==> src/rtl/ama_riscv_pipe_ctrl.sv <==
// Pipeline sequencer for the 3-stage IF/ID/EX core: boot sequence, PC select/write,
// stall/clear generation for mispredict flush, load-use stall and JAL redirect.
module ama_riscv_pipe_ctrl #(
    parameter int BOOT_CYCLES  = 2,
    parameter int FLUSH_CYCLES = 1,
    parameter int LOAD_STALL   = 1,
    parameter int CNT_W        = 4
) (
    input  logic        clk,
    input  logic        rst,
    input  logic        br_ex,
    input  logic        br_taken_ex,
    input  logic        bp_taken_ex,
    input  logic        jalr_ex,
    input  logic        jal_id,
    input  logic        ld_ex,
    input  logic [4:0]  rd_ex,
    input  logic [4:0]  rs1_id,
    input  logic [4:0]  rs2_id,
    input  logic        rs1_use_id,
    input  logic        rs2_use_id,
    output logic [1:0]  pc_sel,
    output logic        pc_we,
    output logic        imem_en,
    output logic        stall_if,
    output logic        stall_id,
    output logic        clear_if,
    output logic        clear_id,
    output logic        clear_ex,
    output logic [15:0] mispred_cnt,
    output logic [15:0] stall_cnt
);

    typedef enum logic [1:0] {BOOT, RUN, FLUSH, LDSTALL} state_t;

    localparam logic [1:0] PC_START = 2'b00;
    localparam logic [1:0] PC_INC4  = 2'b01;
    localparam logic [1:0] PC_EX    = 2'b10;
    localparam logic [1:0] PC_JAL   = 2'b11;

    localparam logic [CNT_W-1:0] CNT_ONE    = CNT_W'(1);
    localparam logic [CNT_W-1:0] BOOT_LAST  = CNT_W'(BOOT_CYCLES - 1);
    localparam logic [CNT_W-1:0] FLUSH_LAST = CNT_W'(FLUSH_CYCLES - 1);
    localparam logic [CNT_W-1:0] LOAD_LAST  = CNT_W'(LOAD_STALL - 1);

    state_t            state_q, state_d;
    logic [CNT_W-1:0]  cnt_q, cnt_d;
    logic [15:0]       mispred_cnt_q, mispred_cnt_d;
    logic [15:0]       stall_cnt_q, stall_cnt_d;
    logic              mis, luh, mis_inc, stall_inc;

    assign mis = jalr_ex | (br_ex & (br_taken_ex ^ bp_taken_ex));
    assign luh = ld_ex & (rd_ex != 5'd0) &
                 ((rs1_use_id & (rs1_id == rd_ex)) | (rs2_use_id & (rs2_id == rd_ex)));

    always_comb begin
        state_d   = state_q;
        cnt_d     = cnt_q;
        mis_inc   = 1'b0;
        stall_inc = 1'b0;
        pc_sel    = PC_START;
        pc_we     = 1'b0;
        imem_en   = 1'b0;
        stall_if  = 1'b0;
        stall_id  = 1'b0;
        clear_if  = 1'b0;
        clear_id  = 1'b0;
        clear_ex  = 1'b0;

        case (state_q)
            BOOT: begin
                stall_if = 1'b1;
                stall_id = 1'b1;
                clear_if = 1'b1;
                clear_id = 1'b1;
                clear_ex = 1'b1;
                // Last boot cycle fetches from the start address.
                if (cnt_q == BOOT_LAST) begin
                    pc_we   = 1'b1;
                    imem_en = 1'b1;
                    state_d = RUN;
                    cnt_d   = '0;
                end else begin
                    cnt_d = cnt_q + CNT_ONE;
                end
            end

            FLUSH: begin
                clear_if = 1'b1;
                clear_id = 1'b1;
                pc_sel   = PC_INC4;
                pc_we    = 1'b1;
                imem_en  = 1'b1;
                if (cnt_q == FLUSH_LAST) begin
                    state_d = RUN;
                    cnt_d   = '0;
                end else begin
                    cnt_d = cnt_q + CNT_ONE;
                end
            end

            default: begin
                // RUN and LDSTALL share the priority chain; a redirect aborts a stall.
                if (mis) begin
                    pc_sel   = PC_EX;
                    pc_we    = 1'b1;
                    imem_en  = 1'b1;
                    clear_if = 1'b1;
                    clear_id = 1'b1;
                    mis_inc  = 1'b1;
                    if (FLUSH_CYCLES > 1) begin
                        state_d = FLUSH;
                        cnt_d   = CNT_ONE;
                    end else begin
                        state_d = RUN;
                        cnt_d   = '0;
                    end
                end else if (luh || (state_q == LDSTALL)) begin
                    stall_if  = 1'b1;
                    stall_id  = 1'b1;
                    clear_ex  = 1'b1;
                    stall_inc = 1'b1;
                    if (state_q == LDSTALL) begin
                        if (cnt_q == LOAD_LAST) begin
                            state_d = RUN;
                            cnt_d   = '0;
                        end else begin
                            cnt_d = cnt_q + CNT_ONE;
                        end
                    end else if (LOAD_STALL > 1) begin
                        state_d = LDSTALL;
                        cnt_d   = CNT_ONE;
                    end
                end else if (jal_id) begin
                    pc_sel   = PC_JAL;
                    pc_we    = 1'b1;
                    imem_en  = 1'b1;
                    clear_if = 1'b1;
                end else begin
                    pc_sel  = PC_INC4;
                    pc_we   = 1'b1;
                    imem_en = 1'b1;
                end
            end
        endcase

        mispred_cnt_d = (mis_inc && (mispred_cnt_q != 16'hFFFF)) ? mispred_cnt_q + 16'd1
                                                                  : mispred_cnt_q;
        stall_cnt_d   = (stall_inc && (stall_cnt_q != 16'hFFFF)) ? stall_cnt_q + 16'd1
                                                                  : stall_cnt_q;
    end

    always_ff @(posedge clk or negedge rst) begin
        if (!rst) begin
            state_q       <= BOOT;
            cnt_q         <= '0;
            mispred_cnt_q <= '0;
            stall_cnt_q   <= '0;
        end else begin
            state_q       <= state_d;
            cnt_q         <= cnt_d;
            mispred_cnt_q <= mispred_cnt_d;
            stall_cnt_q   <= stall_cnt_d;
        end
    end

    assign mispred_cnt = mispred_cnt_q;
    assign stall_cnt   = stall_cnt_q;

endmodule
==> config.mk <==
export PLATFORM = sky130hd
export DESIGN_NAME = ama_riscv_pipe_ctrl
export DESIGN_NICKNAME = d
export VERILOG_FILES = /design/src/rtl/ama_riscv_pipe_ctrl.sv
export SDC_FILE = /design/constraint.sdc
export NUM_CORES = 1
export LEC_CHECK = 0
export BUFFER_PORTS_ARGS = -buffer_cell sky130_fd_sc_hd__buf_2
export CAP_MARGIN = 20
export CELL_PAD_IN_SITES_DETAIL_PLACEMENT = 1
export CELL_PAD_IN_SITES_GLOBAL_PLACEMENT = 1
export CORE_ASPECT_RATIO = 0.8
export CORE_UTILIZATION = 40
export DETAILED_ROUTE_END_ITERATION = 10
export PLACE_DENSITY_LB_ADDON = 0.1
export SLEW_MARGIN = 5
export SYNTH_ARGS = -nofsm -noshare
export SYNTH_HDL_FRONTEND = slang
export SYNTH_SLANG_ARGS = --single-unit
export TNS_END_PERCENT = 1
==> constraint.sdc <==
create_clock -name clk -period 4.4 [get_ports clk]
set_clock_uncertainty 0.15 [all_clocks]
set_input_delay 0.66 -clock clk [delete_from_list [all_inputs] [get_ports clk]]
set_output_delay 0.66 -clock clk [all_outputs]
set_load 0.01 [all_outputs]
======== Word-level counts from Yosys, hierarchy flattened ========
Cells that the tools add are included.
cells by class
  eq/ne operators ......................... 8
  add/subtract/negate cells ............... 3
  bitwise operators ....................... 8
  reduce and logical (&&, ||, !) cells .... 11
  mux-type cells .......................... 31
operator list
  operator                 count
  $add A16 B1 Y16 const B  2
  $ne A16 B16 Y1 const B   2
  $mux W4                  5
  $mux W2                  8
  $mux W1                  13
  $eq A5 B5 Y1             2
  $pmux W2 S2              2
  $pmux W4 S2              1
  $reduce_bool A4 Y1       2
  $and A1 B1 Y1            5
  $reduce_bool A5 Y1       1
  $add A4 B1 Y4 const B    1
  $eq A2 B2 Y1 const B     2
  $eq A4 B1 Y1 const B     1
  $logic_not A4 Y1         1
  $pmux W1 S2              2
  $reduce_and A3 Y1        1
  $logic_and A1 B1 Y1      2
  $logic_not A2 Y1         1
  $ne A2 B2 Y1 const B     1
  $or A1 B1 Y1             2
  $reduce_and A2 Y1        1
  $reduce_or A2 Y1         1
  $logic_or A1 B1 Y1       1
  $xor A1 B1 Y1            1
storage, ports and cells
  logic and storage cells ................. 65
  bits of input ports ..................... 25
  output and inout port bits .............. 41
  register bits ........................... 38

======== Depth between registers and ports, before layout ========
  word-level depth ........................ 9
  mapped depth ............................ 8
  depth with buffers taken out ............ 7

======== Least setup slack after synthesis ========
Ideal clock, no wire load.
  path type ............................... input port to output port
  start point ............................. in rd_ex[1]
  end point ............................... out pc_we
  required time ........................... 3590 ps
  setup slack ............................. 1490 ps
  path buffers ............................ 1
  stages .................................. 6
  arrival time ............................ 2100 ps
  path through ............................ or4_1 o21ai_1 o21a_1 nor2_1 a21oi_1 buf_4
between the ends
  longest elaborated chain between the ends .. 8
  elaborated cells between the ends (all ways) .. 12
  those cells by class .................... eq/ne (2); mux (3); bitwise (5); reduce/logical (2)
RTL lines
  item                    line  text
  start, declared         17    input logic [4:0] rd_ex,
  $eq A5 B5 Y1            54    ((rs1_use_id & (rs1_id == rd_ex)) | (rs2_use_id & (rs2_id == rd_ex)));
  $and A1 B1 Y1           54
  $or A1 B1 Y1            54
  $and A1 B1 Y1 *         53    assign luh = ld_ex & (rd_ex != 5'd0) &
  $logic_or A1 B1 Y1 *    118   end else if (luh || (state_q == LDSTALL)) begin
  $mux W1 * (2 in a row)  n/a
  $pmux W1 S2 *           n/a
  end, declared           23    output logic pc_we,
Every way passes the cells marked *; elsewhere a longest branch is shown, timed or not.

======== Final worst setup path ========
  start point ............................. in rd_ex[1]
  end point ............................... out pc_sel[1]
between the ends
  longest elaborated chain between the ends .. 8
  elaborated cells between the ends (all ways) .. 12
  those cells by class .................... eq/ne (2); mux (3); bitwise (5); reduce/logical (2)
RTL lines
  item                  line  text
  $eq A5 B5 Y1          54
  $and A1 B1 Y1         54
  $or A1 B1 Y1          54
  $and A1 B1 Y1 *       53
  $logic_or A1 B1 Y1 *  118
  $mux W2 *             118
  $mux W2 *             104   if (mis) begin
  $pmux W2 S2 *         70    case (state_q)
  end, declared         22    output logic [1:0] pc_sel,
Marked as above.

==> impl_metrics.ini <==
[cts]
htree_levels = 2
clock_latency_ns = 0.29
postCtsHoldBufs = 0
cts.sinks = 38
cts_resized = 0
cts_buffer_depth = 2
cts_buffers = 5
root_buffer = clkbuf_8
tritoncts = built
postCtsSetupRepairBufs = 0
clk_pin_slew_ns = 0.08

[synthesis]
yosys_warnings = 0
yosysTopAreaCellShare_pct = 44.97
synth_common_cells = dfrtp_1, xnor2_1, nand2_1
synth.most_common_cell = dfrtp_1
synthTopCellsByArea = dfrtp_1, xnor2_1, xor2_1
synthArstFlopShare_pct = 100.0
yosys.area.top_type = dfrtp_1
synthFlopType = dfrtp_1
synth-edff-count = 0
synth_cells = 207
synth_seq_cells = 38
synth_fp_nets = 237
synth_cell_type_count = 43
ys_seq_area_share_pct = 44.97
synth_area_sq_um = 2115
syn_avg_cell_area_sq_um = 10.22

[finish]
multi_input_area_sq_um = 1100
nets = 304
fin_area_sq_um = 2575
diodes = 0
seqCellArea_sq_um = 950.9
nFillCells = 595
area_growth_pct = 21.78
stdcell_count = 337
final_layout_size_suffix_gt1_share_pct = 32.00
final_core_util_pct = 51.13

[placed_design]
hpwlAfterDp_mm = 3.811
placed_area_sq_um = 2480
numPortBuffers = 65
dp.cells = 329
gp_congestion = 0.7177

[hold_path]
hold_class = in -> async

[global_route]
grt_overflow_total = 0
grt_max_degree = 39
grt_pass1_vias = 1725
grt_usage_pct = 19.35
grt_pass1_wl_mm = 8.307
antenna_found_initial = 0

[critical_path]
cp-end-kind = output port
start_kind = input port
worstPathCellList = buf_2 > or4_1 > o21ai_1 > o21a_1 > nand2_1 > a21oi_1 > buf_2
crit_slowest_cell = or4_1
critPathTopFamily = compound AO/OA/AOI/OAI gates
reg2reg_to = stall_cnt[13]$_DFFE_PN0P_
cp_max_fo = 4
crit_top_cell = buf_2
cp_num_cells = 7
required_ns = 3.59
cp.arrival_ns = 2.23
critPathBufInv = 2
r2r_start = stall_cnt[0]$_DFFE_PN0P_
reg2reg_setup_slack_ns = 1.97
endpoint = pc_sel[1]
max_stage_delay_ns = 0.53
setup.worst_path.class = in -> out
cp-startpoint = rd_ex[1]
reg2reg_depth = 7

[route]
vias = 1730
wl_mm = 4.972
wl_per_cell_microns = 14.75
drcViolationCount = 0
ant_nets = 0
first_iter_violations = 64
first_pass_iters = 4
via_per_inst = 5.134

[power_and_ir_drop]
power.leakage_nw = 1.194
power_density_nw_per_um2 = 409.1
ir_drop_mv = 0.1751
design_power_total_mw = 1.053

[timing]
finalHoldViolCount = 0
worst_pin_slew_ns = 0.8374
period_minus_slack_ns = 3.038
drv_slew = 0
setup_violations = 0
timing.fmax_ghz = 0.3292
max_slew_margin_pct = 44.17
rsz0062_at_grt = false
setup-tns-final_ns = 0
fin_crit_sh_pct = 69.04

[floorplan]
ios = 66
initial_utilization_pct = 41.99
die_h_microns = 67.03
rows = 23
die_w_microns = 83.29
core-area_sq_um = 5036
dieArea_sq_um = 5583

[flow_run]
cap_violations = 0

[outcome]
status = finished, final reports clean
through the flow:
step	setup slack, ns	hold WS (ns)
after floorplan	1.490	0.2144
after global placement	1.358	0.3288
after detailed placement	1.337	0.3335
after CTS	1.333	0.3474
after global routing	1.245	0.3624
final	1.362	0.3165
report_power, final:
part,internal [mW],switching (mW)
Sequential,0.406,0.0737
Clock,0.126,0.129
Combinational,0.146,0.173
state kept, by name (all words and copies together) (netlist names):
name and cells:
mispred_cnt 16, state_q 2, cnt_q 4, stall_cnt 16
layout make-up:
cell class	count	share of cell area, %
Multi-Input combinational cell	157	42.71
Sequential cell	38	36.93
Timing Repair Buffer	65	12.63
Inverter	7	1.020
Clock buffer	6	3.207
Tap cell	62	3.013
Clock inverter	2	0.4859
worst reg2reg max path: cells and delay by family (launching register included):
| family | cells | cell delay, ns |
|---|---|---|
| adder cells (fa/ha/maj) | 1 | 0.25 |
| AND/OR/NAND/NOR | 4 | 1.04 |
| XOR/XNOR | 1 | 0.20 |
| AO/OA/AOI/OAI | 1 | 0.31 |
| flip-flops | 1 | 0.42 |
metal layers:
layer | routed length (microns) | GRT usage, % | up-vias
met4 | 74 | 7.328 | 0
met1 | 2542 | 27.01 | 825
met2 | 2130 | 29.20 | 43
met3 | 224 | 4.585 | 7
met5 | 0 | 0 | -
li1 | - | - | 855
worst min path at each step:
stage,start,end,slack (ns),cells past startpoint
finish,rst,mispred_cnt[2]$_DFFE_PN0P_,0.32,1
global route,stall_cnt[14]$_DFFE_PN0P_,stall_cnt[14]$_DFFE_PN0P_,0.36,1
CTS,rst,mispred_cnt[2]$_DFFE_PN0P_,0.35,1
detailed placement,mispred_cnt[14]$_DFFE_PN0P_,mispred_cnt[14]$_DFFE_PN0P_,0.33,1
global placement,stall_cnt[14]$_DFFE_PN0P_,stall_cnt[14]$_DFFE_PN0P_,0.33,1
floorplan,rst,cnt_q[0]$_DFFE_PN0P_,0.21,0
cell usage in the layout, fill, tap and decap left out, types with 2 or more instances in the layout:
cell and instances:
xnor2_1 26, nor4_2 2, nand4_1 10, o21ai_0 5, nor3_1 6, clkbuf_8 6, nand3_1 13, and3_1 5
o22ai_1 2, nand2b_1 2, mux2_2 2, nand2_1 19, xor2_1 15, and4_1 2, buf_2 65, a21oi_1 4
ha_1 5, nor3_2 2, dfrtp_1 38, nor2_1 17, inv_1 6
kinds of logic (layout without fill, tap and decap cells):
family          Yosys count  in the layout  share of synthesized area, %
fa+ha+maj                 5              5                         2.959
compound gates           23             23                         9.054
simple gates             84             84                         20.95
buf+inv                  12             80                         3.017
flops                    38             38                         44.97
xor+xnor                 41             41                         16.98
mux                       4              4                         2.071
(Power assumes the default switching activity.)
